File: src/rtl/ucie_pattern_pkg.sv
// Shared constants and types for the D2C point-test mainband pattern source.
package ucie_pattern_pkg;

    localparam int unsigned LFSR_W = 23;

    // Generator control word encodings
    localparam logic [1:0] CW_IDLE    = 2'b00;
    localparam logic [1:0] CW_LFSR    = 2'b01;
    localparam logic [1:0] CW_PERLANE = 2'b10;
    localparam logic [1:0] CW_RSVD    = 2'b11;

    // Generator FSM state encoding
    typedef logic [1:0] state_t;
    localparam state_t ST_IDLE = 2'd0;
    localparam state_t ST_LOAD = 2'd1;
    localparam state_t ST_RUN  = 2'd2;
    localparam state_t ST_DONE = 2'd3;

    // x^23+x^21+x^16+x^8+x^5+x^2+1, tap mask applied after the left shift
    localparam logic [LFSR_W-1:0] LFSR_POLY = 23'h210125;

    localparam logic [LFSR_W-1:0] SEED_TBL [8] = '{
        23'h1DBFBC, 23'h0607BB, 23'h1EC760, 23'h18C0DB,
        23'h010F12, 23'h19CFC9, 23'h0277CE, 23'h1BB807
    };

    localparam logic [7:0] VALTRAIN_WORD  = 8'h0F;
    localparam logic [3:0] PERLANE_NIBBLE = 4'hA;

endpackage

File: src/rtl/ucie_lfsr_lane.sv
// One mainband lane LFSR: 23-bit Galois register unrolled W UI per clock.
module ucie_lfsr_lane
    import ucie_pattern_pkg::*;
#(
    parameter int unsigned       W    = 8,
    parameter logic [LFSR_W-1:0] SEED = 23'h1DBFBC
) (
    input  logic         clk,
    input  logic         rst,
    input  logic         load,
    input  logic         step,
    output logic [W-1:0] slice_c
);

    logic [LFSR_W-1:0] lfsr;
    logic [LFSR_W-1:0] lfsr_next;
    logic              fb;

    // Emit W UI from the current state (MSB first out) and compute the state W steps ahead
    always_comb begin
        lfsr_next = lfsr;
        slice_c   = '0;
        fb        = 1'b0;
        for (int i = 0; i < int'(W); i++) begin
            fb         = lfsr_next[LFSR_W-1];
            slice_c[i] = fb;
            lfsr_next  = {lfsr_next[LFSR_W-2:0], 1'b0} ^ ({LFSR_W{fb}} & LFSR_POLY);
        end
    end

    // State register: reseed on load, advance one slice per step
    always_ff @(posedge clk) begin
        if (rst || load) begin
            lfsr <= SEED;
        end else if (step) begin
            lfsr <= lfsr_next;
        end
    end

endmodule

File: src/rtl/mainband_pattern_generator.sv
// TX pattern source for the D2C point test: per-lane LFSR or lane-ID bursts plus VALTRAIN.
module mainband_pattern_generator
    import ucie_pattern_pkg::*;
#(
    parameter int unsigned NUM_LANES  = 16,
    parameter int unsigned W          = 8,
    parameter int unsigned PATTERN_UI = 4096
) (
    input  logic                   clk,
    input  logic                   rst,
    input  logic                   i_en,
    input  logic [1:0]             i_mainband_pattern_generator_cw,
    input  logic                   i_val_pattern_en,
    output logic [NUM_LANES*W-1:0] o_mb_data,
    output logic                   o_mb_data_valid,
    output logic [W-1:0]           o_valid_lane,
    output logic                   o_pattern_finished
);

    localparam int unsigned BURST = PATTERN_UI / W;
    localparam int unsigned CNT_W = $clog2(BURST) + 1;
    localparam logic [CNT_W-1:0] CNT_LAST = CNT_W'(BURST - 1);

    state_t                 state, state_next;
    logic [1:0]             mode, mode_next;
    logic [CNT_W-1:0]       cnt, cnt_next;
    logic [NUM_LANES*W-1:0] data_next;
    logic                   valid_next;
    logic                   finished_next;
    logic [NUM_LANES*W-1:0] pattern_c;
    logic [15:0]            id_word;
    logic                   go;
    logic                   abort;
    logic                   leave_done;
    logic                   lfsr_load;
    logic                   lfsr_step;
    logic [W-1:0]           lane_slice [NUM_LANES];

    assign lfsr_load = (state == ST_LOAD);
    assign lfsr_step = (state == ST_RUN);

    // Lane LFSR bank; seeds repeat every eight lanes
    for (genvar k = 0; k < NUM_LANES; k++) begin : g_lane
        ucie_lfsr_lane #(
            .W    (W),
            .SEED (SEED_TBL[3'(k % 8)])
        ) u_lane (
            .clk     (clk),
            .rst     (rst),
            .load    (lfsr_load),
            .step    (lfsr_step),
            .slice_c (lane_slice[k])
        );
    end

    // Per-cycle lane payload: LFSR slice or alternating halves of the lane-ID word
    always_comb begin
        pattern_c = '0;
        id_word   = '0;
        for (int k = 0; k < int'(NUM_LANES); k++) begin
            id_word = {PERLANE_NIBBLE, 8'(k), PERLANE_NIBBLE};
            if (mode == CW_LFSR) begin
                pattern_c[k*W +: W] = lane_slice[k];
            end else if (cnt[0]) begin
                pattern_c[k*W +: W] = id_word[W +: W];
            end else begin
                pattern_c[k*W +: W] = id_word[0 +: W];
            end
        end
    end

    // Next-state, counter and next-output decode
    always_comb begin
        state_next    = state;
        mode_next     = mode;
        cnt_next      = cnt;
        data_next     = '0;
        valid_next    = 1'b0;
        finished_next = 1'b0;

        go         = i_en && ((i_mainband_pattern_generator_cw == CW_LFSR) ||
                              (i_mainband_pattern_generator_cw == CW_PERLANE));
        abort      = !i_en || (i_mainband_pattern_generator_cw != mode);
        leave_done = !i_en || (i_mainband_pattern_generator_cw == CW_IDLE) ||
                     (i_mainband_pattern_generator_cw == CW_RSVD);

        case (state)
            ST_IDLE: begin
                if (go) begin
                    state_next = ST_LOAD;
                    mode_next  = i_mainband_pattern_generator_cw;
                end
            end
            ST_LOAD: begin
                cnt_next   = '0;
                state_next = abort ? ST_IDLE : ST_RUN;
            end
            ST_RUN: begin
                // Abort outranks the wrap so a late abort never reports finished
                if (abort) begin
                    state_next = ST_IDLE;
                end else begin
                    data_next  = pattern_c;
                    valid_next = 1'b1;
                    cnt_next   = cnt + CNT_W'(1);
                    if (cnt == CNT_LAST) begin
                        state_next = ST_DONE;
                    end
                end
            end
            ST_DONE: begin
                if (leave_done) begin
                    state_next = ST_IDLE;
                end else begin
                    finished_next = 1'b1;
                end
            end
            default: begin
                state_next = ST_IDLE;
            end
        endcase
    end

    // State, counter and registered outputs
    always_ff @(posedge clk) begin
        if (rst) begin
            state              <= ST_IDLE;
            mode               <= CW_IDLE;
            cnt                <= '0;
            o_mb_data          <= '0;
            o_mb_data_valid    <= 1'b0;
            o_pattern_finished <= 1'b0;
            o_valid_lane       <= '0;
        end else begin
            state              <= state_next;
            mode               <= mode_next;
            cnt                <= cnt_next;
            o_mb_data          <= data_next;
            o_mb_data_valid    <= valid_next;
            o_pattern_finished <= finished_next;
            o_valid_lane       <= i_val_pattern_en ? W'(VALTRAIN_WORD) : '0;
        end
    end

endmodule
File: config.mk
export PLATFORM = sky130hd
export DESIGN_NAME = mainband_pattern_generator
export DESIGN_NICKNAME = d
export VERILOG_FILES = /design/src/rtl/ucie_pattern_pkg.sv /design/src/rtl/ucie_lfsr_lane.sv /design/src/rtl/mainband_pattern_generator.sv
export SDC_FILE = /design/constraint.sdc
export NUM_CORES = 1
export LEC_CHECK = 0
export CORE_UTILIZATION = 60
export CTS_CLUSTER_SIZE = 10
export DETAILED_ROUTE_END_ITERATION = 12
export DONT_BUFFER_PORTS = 1
export PLACE_DENSITY = 0.75
export SYNTH_ARGS = -nofsm -noshare
export SYNTH_HDL_FRONTEND = slang
export SYNTH_SLANG_ARGS = --single-unit
File: constraint.sdc
create_clock -name clk -period 13.89 [get_ports clk]
set_input_delay 4.167 -clock clk [delete_from_list [all_inputs] [get_ports clk]]
set_output_delay 4.167 -clock clk [all_outputs]
set_load 0.02 [all_outputs]
==> results.cfg, run 1 <==
[cells_and_area]
nFillCells = 2553
nets = 1791
area_growth_syn_to_layout_pct = 8.17
drive_above_1_share = 0.0814
final_util = 0.665
antenna_cells = 0

[placement]
place.gp.congestion = 0.827
pre_cts_ws_ns = 6.68
port_buffers = 0
dpl.hpwl_um = 25900

[route]
drt_iter0_markers = 762
drt-vias-per-instance = 5.51
first_pass_iters = 5
wl_um = 43900
drc_errors = 0
vias = 12520
ant_nets = 0
routedWlPerCell_um = 19.3

[cts]
cts_buffer_depth = 3
cts_tree = built
root_buffer = clkbuf_16
ctsResizeCount = 0
clock_latency_ns = 0.59
cts.reportedPaths.clkPinSlew_ns = 0.05
post-cts-setup-buffer-count = 0
cts_htree_levels = 2
cts_hold_buf = 0
cts.sinks = 513
cts_buffers = 57

[global_routing]
antenna_found_initial = 0
grt_first_pass_wirelength_um = 70200
grt_pass1_vias = 12639
grt_max_degree = 154
grt_util_all_layers = 0.247
overflow = 0

[floorplanning]
coreArea_mm2 = 0.0348
start_util = 0.615
die_height_um = 191
rows = 68
pin_count = 144
die-area_mm2 = 0.0364
fp.dieW_um = 191

[synthesis]
syn_avg_cell_area_um2 = 11.6
synth_cell_type_count = 52
synth-seq-cells = 513
synth_edf_count = 184
syn_area_mm2 = 0.0214
ys_seq_area_frac = 0.566
syn-instance-count = 1840
async_flop_share = 0
yosys_most_used_dff = dfxtp_1
yosys_warnings = 0

[timing]
max_slew.worst_pin.slew_ns = 1.16
rsz0062_at_grt = false
slew_headroom = 0.224
fin_worst_skew_ns = 0.0112
holdWs_ns = 0.472
setup_tns_ns = 0
finalSetupViolations = 0
max_freq_mhz = 150
slew_viol_final = 0
hold_violations = 0
finalCritPeriodShare = 0.481
fin_ws_ns = 7.21
period_needed_ns = 6.68

[run_status]
status = finished clean

[worst_hold_path]
hp-class = flip-flop to flip-flop

[flow_run]
cap_violations = 0

[setup_path]
setup.worst_path.class = input pin to flip-flop
critPathMaxFanout = 153
cp_data_required_time_ns = 14.09
worstPathArrival_ns = 6.88
endpoint_kind = flip-flop
startpoint_type = input pin

[power]
p_leak_nw = 8.50
power_mw = 5.97
powerDensity_mw_per_mm2 = 258
peakVddDrop_v = 0.000231
==> cell type report <==
cell class	count	area (µm²)	share of cell area
well taps	455	569	0.0246
clock inverters	1	8.76	0.000379
inverters	29	116	0.00503
multi-input cells	1165	8590	0.371
flip-flops and latches	513	12100	0.523
clock buffers	95	1620	0.0701
repair buffers	16	120	0.00519
==> report_power, final <==
group          internal [mW]  switching (mW)  leakage, nW  total (mW)
clock network          0.783           0.563        0.780        1.35
logic                   1.03            1.10         3.25        2.13
registers               2.25           0.250         4.47        2.50
==> cells in the final DEF (no fill, tap or decap), types with 3 or more instances in the layout <==
| cell type | count |
|---|---|
| dfxtp_1 | 329 |
| xnor2_1 | 323 |
| nor2_1 | 184 |
| edfxtp_1 | 184 |
| xor2_1 | 151 |
| a21oi_1 | 148 |
| o21ai_0 | 84 |
| nand2_1 | 65 |
| clkbuf_16 | 59 |
| clkbuf_1 | 35 |
| inv_1 | 27 |
| xor2_2 | 20 |
| and3_1 | 20 |
| a211oi_1 | 18 |
| buf_4 | 16 |
| xnor2_4 | 14 |
| xnor2_2 | 13 |
| nand3_1 | 12 |
| a22o_1 | 12 |
| o211ai_1 | 11 |
| o22a_1 | 11 |
| xnor3_2 | 9 |
| nor3_1 | 7 |
| a31oi_1 | 7 |
| o221ai_1 | 7 |
| nor4_1 | 4 |
| conb_1 | 4 |
| xor2_4 | 3 |
| nor2b_1 | 3 |
| nand4_1 | 3 |
| ha_1 | 3 |
==> through the flow <==
| step | cells | cell area [µm²] |
|---|---|---|
| after floorplan | 1843 | 21400 |
| after global placement | 2178 | 21500 |
| after detailed placement | 2178 | 21500 |
| after CTS | 2274 | 23100 |
| after global routing | 2274 | 23100 |
| final | 2274 | 23100 |
==> worst paths after layout <==
check | start | to | cells past startpoint | slack, ns
max | rst | g_lane[4].u_lane.lfsr[12] | 5 | 7.21
min | g_lane[10].u_lane.lfsr[11] | g_lane[10].u_lane.lfsr[11] | 2 | 0.47
max reg2reg | state[1] | g_lane[4].u_lane.lfsr[12] | 6 | 10.04
min reg2reg | g_lane[10].u_lane.lfsr[11] | g_lane[10].u_lane.lfsr[11] | 2 | 0.47
==> synthesized netlist by cell type (8+ instances only) <==
master | instances | area (µm²)
xnor2_4 | 14 | 385
xor2_2 | 20 | 325
o22a_1 | 11 | 96.3
buf_2 | 28 | 140
edfxtp_1 | 184 | 5530
xnor3_2 | 9 | 214
dfxtp_1 | 329 | 6590
clkbuf_1 | 81 | 304
buf_4 | 9 | 67.6
buf_6 | 8 | 90.1
buf_1 | 9 | 33.8
o21ai_0 | 84 | 420
o211ai_1 | 11 | 82.6
and3_1 | 20 | 125
nand2_1 | 67 | 251
nand3_1 | 12 | 60.1
xor2_1 | 151 | 1320
a21oi_1 | 149 | 746
xnor2_2 | 13 | 211
a211oi_1 | 18 | 135
inv_1 | 27 | 101
a22o_1 | 12 | 105
nor2_1 | 186 | 698
xnor2_1 | 323 | 2830
==> routing by layer <==
| metal | wire [µm] | track usage | vias up | part of all wire |
|---|---|---|---|---|
| met3 | 2480 | 0.0526 | 57 | 0.057 |
| li1 | - | - | 5952 | - |
| met5 | 0 | 0 | - | 0 |
| met4 | 847 | 0.0705 | 0 | 0.019 |
| met2 | 21300 | 0.411 | 345 | 0.49 |
| met1 | 19200 | 0.324 | 6166 | 0.44 |
==> sequential cells by signal, summed over array words and instances, names as in the netlist <==
signal              cells
cnt                    10
g_lane.u_lane.lfsr    368
mode                    2
o_mb_data             128
o_mb_data_valid         1
o_pattern_finished      1
o_valid_lane            1
state                   2
==> logic make-up after synthesis <==
family / share of synthesized area
other: 0.000175
and+or+nand+nor: 0.0614
adders and majority gates: 0.00176
DFF: 0.566
xor gates and xnor gates: 0.252
AOI/OAI and AO/OA: 0.0823
buffers and inverters: 0.0350
muxes: 0.000936
==> worst max-delay path: stages <==
cell      delay, ns
clkinv_1       0.40
nand2_1        0.30
nor2_4         0.07
inv_8          0.69
buf_4          1.00
No activity file was read; power rests on OpenSTA's default activity.
==> run 2: changes to the inputs <==
--- a/config.mk
+++ b/config.mk
@@ -5,11 +5,11 @@
 export SDC_FILE = /design/constraint.sdc
 export NUM_CORES = 1
 export LEC_CHECK = 0
-export CORE_UTILIZATION = 60
+export CORE_UTILIZATION = 57
 export CTS_CLUSTER_SIZE = 10
 export DETAILED_ROUTE_END_ITERATION = 12
 export DONT_BUFFER_PORTS = 1
-export PLACE_DENSITY = 0.75
+export PLACE_DENSITY = 0.74
 export SYNTH_ARGS = -nofsm -noshare
 export SYNTH_HDL_FRONTEND = slang
 export SYNTH_SLANG_ARGS = --single-unit
==> constraint.sdc (replaced) <==
create_clock -name clk -period 5.4 [get_ports clk]
set_input_delay 1.62 -clock clk [delete_from_list [all_inputs] [get_ports clk]]
set_output_delay 1.62 -clock clk [all_outputs]
set_load 0.02 [all_outputs]
==> run 2 against run 1 <==
  * Via count up 0.76%
  * Sequential power rose to 2.6 times the previous value
  * Register-to-register slack worse by 7.6 ns
  * Total power rose to 2.6 times the previous value
  * Combinational power rose to 2.6 times the previous value
  * Sequential share of layout area down 0.12 points
  * Core utilization down 3.4 points
  * Final area up 0.23%
  * Global-route usage down 0.63 points
  * Largest power group unchanged
==> results.cfg, run 2 (synthesized netlist as in run 1, its figures left out) <==
[timing]
rsz0062_at_grt = false
hold_violations = 0
holdWs_ns = 0.471
fin_worst_skew_ns = 0.0168
setup_tns_ns = 0
period_needed_ns = 3.61
slew_headroom = 0.345
max_freq_mhz = 277
slew_viol_final = 0
max_slew.worst_pin.slew_ns = 0.980
finalSetupViolations = 0
finalCritPeriodShare = 0.669

[setup_path]
worstPathArrival_ns = 4.12
critPathTopFamily = simple AND/OR/NAND/NOR gates
cp_data_required_time_ns = 5.91
cp_slowest_cell = nand2_2
crit_path_max_incr_delay_ns = 0.62
endpoint_kind = flip-flop
setup.worst_path.class = input pin to flip-flop
crit_chain = xnor2_1 > nand3_2 > or2_1 > inv_1 > nand2_2 > buf_4 > a21oi_1
cp.buffers_inverters = 2
critPathMaxFanout = 27
startpoint_type = input pin

[cts]
cts_buffer_depth = 3
cts.sinks = 513
cts_buffers = 57
cts_hold_buf = 0
ctsResizeCount = 0
post-cts-setup-buffer-count = 0
clock_latency_ns = 0.60
cts_tree = built
cts.reportedPaths.clkPinSlew_ns = 0.05
cts_htree_levels = 2
root_buffer = clkbuf_16

[route]
routedWlPerCell_um = 19.6
vias = 12615
ant_nets = 0
first_pass_iters = 5
drt_iter0_markers = 724
drt-vias-per-instance = 5.51
drc_errors = 0
wl_um = 44900

[flow_run]
cap_violations = 0

[power]
p_int_mw = 10.4
peakVddDrop_v = 0.000652
clockPowerShare = 0.225
switchingPower_mw = 4.88
p_leak_nw = 8.52
power_frac_comb = 0.355
p_sw_frac = 0.319
powerDensity_mw_per_mm2 = 661
seq_power_share = 0.419

[global_routing]
grt_pass1_vias = 12741
overflow = 0
antenna_found_initial = 0
grt_util_all_layers = 0.241
grt_max_degree = 123
grt_first_pass_wirelength_um = 71700

[floorplanning]
die-area_mm2 = 0.0383
pin_count = 144
coreArea_mm2 = 0.0368
rows = 70
die_height_um = 196
fp.dieW_um = 196
start_util = 0.581

[placement]
dpl.hpwl_um = 26900
place.gp.congestion = 0.796
dp_cells = 2196
port_buffers = 0

[cells_and_area]
nets = 1796
drive_above_1_share = 0.0834
area_growth_syn_to_layout_pct = 8.42
largest-register = g_lane.u_lane.lfsr
largest_reg_flops = 368
antenna_cells = 0
final_common_cell = dfxtp_1
final_cells = 2291
layout_common_cells = 329 x dfxtp_1, 323 x xnor2_1, 184 x nor2_1, 184 x edfxtp_1, 151 x xor2_1
reg.largest.list = g_lane.u_lane.lfsr (368), o_mb_data (128), cnt (10)

[run_status]
status = finished clean

[worst_hold_path]
hp-class = flip-flop to flip-flop
==> run 2: final cells by class <==
cell class / instances / area [µm²]
multi-input cells: 1165 / 8590
inverters: 29 / 116
flip-flops and latches: 513 / 12100
clock buffers: 94 / 1610
repair buffers: 21 / 170
clock inverters: 1 / 8.76
well taps: 468 / 586
fillers: 2886 / 13600
==> run 2: path summary, 6_finish.rpt <==
check / start / endpoint / slack (ns) / cells past startpoint
hold reg to reg: g_lane[9].u_lane.lfsr[13] / g_lane[9].u_lane.lfsr[13] / 0.47 / 2
setup / recovery: i_mainband_pattern_generator_cw[0] / o_mb_data[99] / 1.79 / 7
setup reg to reg: state[1] / g_lane[10].u_lane.lfsr[18] / 2.41 / 8
hold / removal: g_lane[9].u_lane.lfsr[13] / g_lane[9].u_lane.lfsr[13] / 0.47 / 2
==> run 2: through the flow <==
step	util	power, mW	setup WS, ns	instance area (µm²)
after floorplan	-	11.0	0.341	21400
after global placement	0.586	11.7	1.35	21600
after detailed placement	0.586	11.9	1.20	21600
after CTS	0.630	15.5	1.84	23200
after global routing	0.630	16.2	1.61	23200
final	0.630	15.3	1.79	23200
==> run 2: worst reg2reg max path, cell delays in order, from the launching register on <==
cell and delay, ns:
dfxtp_1 0.32, buf_4 0.32, nor2b_4 0.22, buf_4 0.57
nor2_4 0.14, inv_8 0.57, buf_4 0.58, nor2_1 0.09
a21oi_1 0.12
==> run 2: power by group through the flow <==
stage	logic [mW]	clock network (mW)	registers (mW)
global route	6.04	3.68	6.52
detailed placement	5.42	0	6.51
finish	5.44	3.45	6.42
CTS	5.52	3.53	6.44
floorplan	4.80	0	6.23
global placement	5.24	0	6.47
==> run 2: layer usage <==
| layer | GRT usage | part of all wire | vias up | wire length (µm) |
|---|---|---|---|---|
| met4 | 0.0885 | 0.029 | 0 | 1320 |
| met3 | 0.0521 | 0.064 | 89 | 2860 |
| met5 | 0 | 0 | - | 0 |
| met2 | 0.390 | 0.47 | 336 | 21200 |
| met1 | 0.319 | 0.43 | 6220 | 19500 |
| li1 | - | - | 5970 | - |
==> run 3: changes to the inputs <==
==> constraint.sdc (replaced) <==
create_clock -name clk -period 3.3 [get_ports clk]
set_input_delay 0.99 -clock clk [delete_from_list [all_inputs] [get_ports clk]]
set_output_delay 0.99 -clock clk [all_outputs]
set_load 0.02 [all_outputs]
==> run 3 against run 2 <==
  * Sequential share of layout area is 0.25 points lower
  * First-iteration DRC count is 14% higher
  * Combinational power is 65% higher
  * Register-to-register slack worse by 1.6 ns
  * Final cell count is 0.22% higher
  * Clock-buffer cell count is 5 lower
  * Worst hold slack worse by 0.016 ns
  * Sequential power is 64% higher
  * Critical path depth stayed put
  * Critical path type is now flip-flop to flip-flop
==> results.cfg, run 3 (synthesized netlist as in run 1, its figures left out) <==
[worst_hold_path]
hold_path_end = state[1]
whs_path_depth = 1
hp-class = input pin to flip-flop
min_from = rst

[timing]
max_freq_mhz = 409
setup_tns_ns = 0
slew_headroom = 0.190
holdWs_ns = 0.456
finalSetupViolations = 0
finalCritPeriodShare = 0.741
rsz0062_at_grt = false
slew_viol_final = 0
period_needed_ns = 2.45
hold_violations = 0
fin_worst_skew_ns = 0.0160
max_slew.worst_pin.slew_ns = 1.22

[cts]
cts_buffers = 57
cts_hold_buf = 0
cts_tree = built
root_buffer = clkbuf_16
cts.sinks = 513
cts_htree_levels = 2
ctsResizeCount = 0
post-cts-setup-buffer-count = 0
clock_latency_ns = 0.60
cts_buffer_depth = 3
cts.reportedPaths.clkPinSlew_ns = 0.06

[power]
clockPowerShare = 0.224
p_leak_nw = 8.59
power_frac_comb = 0.358
peakVddDrop_v = 0.000943
p_sw_frac = 0.318
powerDensity_mw_per_mm2 = 1080
switchingPower_mw = 7.99
p_int_mw = 17.1
seq_power_share = 0.419

[cells_and_area]
drive_above_1_share = 0.0886
largest-register = g_lane.u_lane.lfsr
nets = 1805
largest_reg_flops = 368
reg.largest.list = g_lane.u_lane.lfsr (368), o_mb_data (128), cnt (10)
layout_common_cells = 329 x dfxtp_1, 323 x xnor2_1, 184 x nor2_1, 184 x edfxtp_1, 151 x xor2_1
antenna_cells = 0
final_common_cell = dfxtp_1
area_growth_syn_to_layout_pct = 8.93

[setup_path]
rrSetupSlack_ns = 0.85
worstPathArrival_ns = 2.95
critPathMaxFanout = 21
timing.rr.start = mode[1]
endpoint_kind = flip-flop
setup.worst_path.class = flip-flop to flip-flop
r2r_end = o_mb_data[63]
cp_data_required_time_ns = 3.80
r2r_cells = 7
startpoint_type = flip-flop

[floorplanning]
die_height_um = 196
coreArea_mm2 = 0.0368
pin_count = 144
die-area_mm2 = 0.0383
fp.dieW_um = 196
rows = 70
start_util = 0.581

[route]
drt-vias-per-instance = 5.49
drc_errors = 0
routedWlPerCell_um = 19.4
vias = 12606
drt_iter0_markers = 826
ant_nets = 0
wl_um = 44600
first_pass_iters = 5

[global_routing]
grt_max_degree = 64
antenna_found_initial = 0
grt_util_all_layers = 0.239
grt_pass1_vias = 12890
grt_first_pass_wirelength_um = 71800
overflow = 0

[placement]
port_buffers = 0
place.gp.congestion = 0.805
dpl.hpwl_um = 27500

[flow_run]
cap_violations = 0

[run_status]
status = finished clean
[run 3: per-layer routing]
layer | global-route usage | part of all wire
met3 | 0.0560 | 0.064
met2 | 0.397 | 0.48
met1 | 0.309 | 0.43
met4 | 0.0828 | 0.031
met5 | 0 | 0
[run 3: how the worst max path moves through the flow]
| stage | start | end | slack, ns | cells past startpoint |
|---|---|---|---|---|
| CTS | o_valid_lane[2] | o_valid_lane[1] | 0.85 | 0 |
| global route | mode[1] | o_mb_data[63] | 0.73 | 7 |
| finish | mode[1] | o_mb_data[63] | 0.85 | 7 |
| detailed placement | i_mainband_pattern_generator_cw[0] | o_mb_data[39] | 0.26 | 7 |
| floorplan | rst | g_lane[12].u_lane.lfsr[0] | 0.52 | 5 |
| global placement | i_mainband_pattern_generator_cw[0] | o_mb_data[109] | 0.37 | 7 |
[run 3: cell type report]
type                    instances  area [µm²]
clock inverters                 2        15.0
multi-input cells            1165        8580
clock buffers                  89        1590
well taps                     468         586
repair buffers                 30         300
flip-flops and latches        513       12100
fillers                      2830       13500
inverters                      29         116
[run 3: through the flow]
step	worst slack, ns	area [µm²]	utilization	total power, mW	instances
2_1_floorplan	0.523	21400	-	18.0	1843
3_3_place_gp	0.374	21700	0.590	19.2	2205
3_5_place_dp	0.262	21700	0.590	19.5	2205
4_1_cts	0.847	23300	0.633	25.3	2296
5_1_grt	0.734	23300	0.633	26.5	2296
6_report	0.855	23300	0.633	25.1	2296
[run 3: critical path, stage by stage (launching register included)]
cell     delay, ns
dfxtp_1       0.36
xnor2_1       0.30
nand3_2       0.24
or2_1         0.30
inv_1         0.10
buf_4         0.33
o21ai_2       0.42
a21oi_1       0.29
[run 3: power groups by stage]
stage	Sequential [mW]	Clock, mW	Combinational (mW)
6_report	10.5	5.62	8.97
5_1_grt	10.7	5.99	9.86
4_1_cts	10.5	5.74	9.06
3_5_place_dp	10.6	0	8.87
3_3_place_gp	10.6	0	8.62
2_1_floorplan	10.2	0	7.86
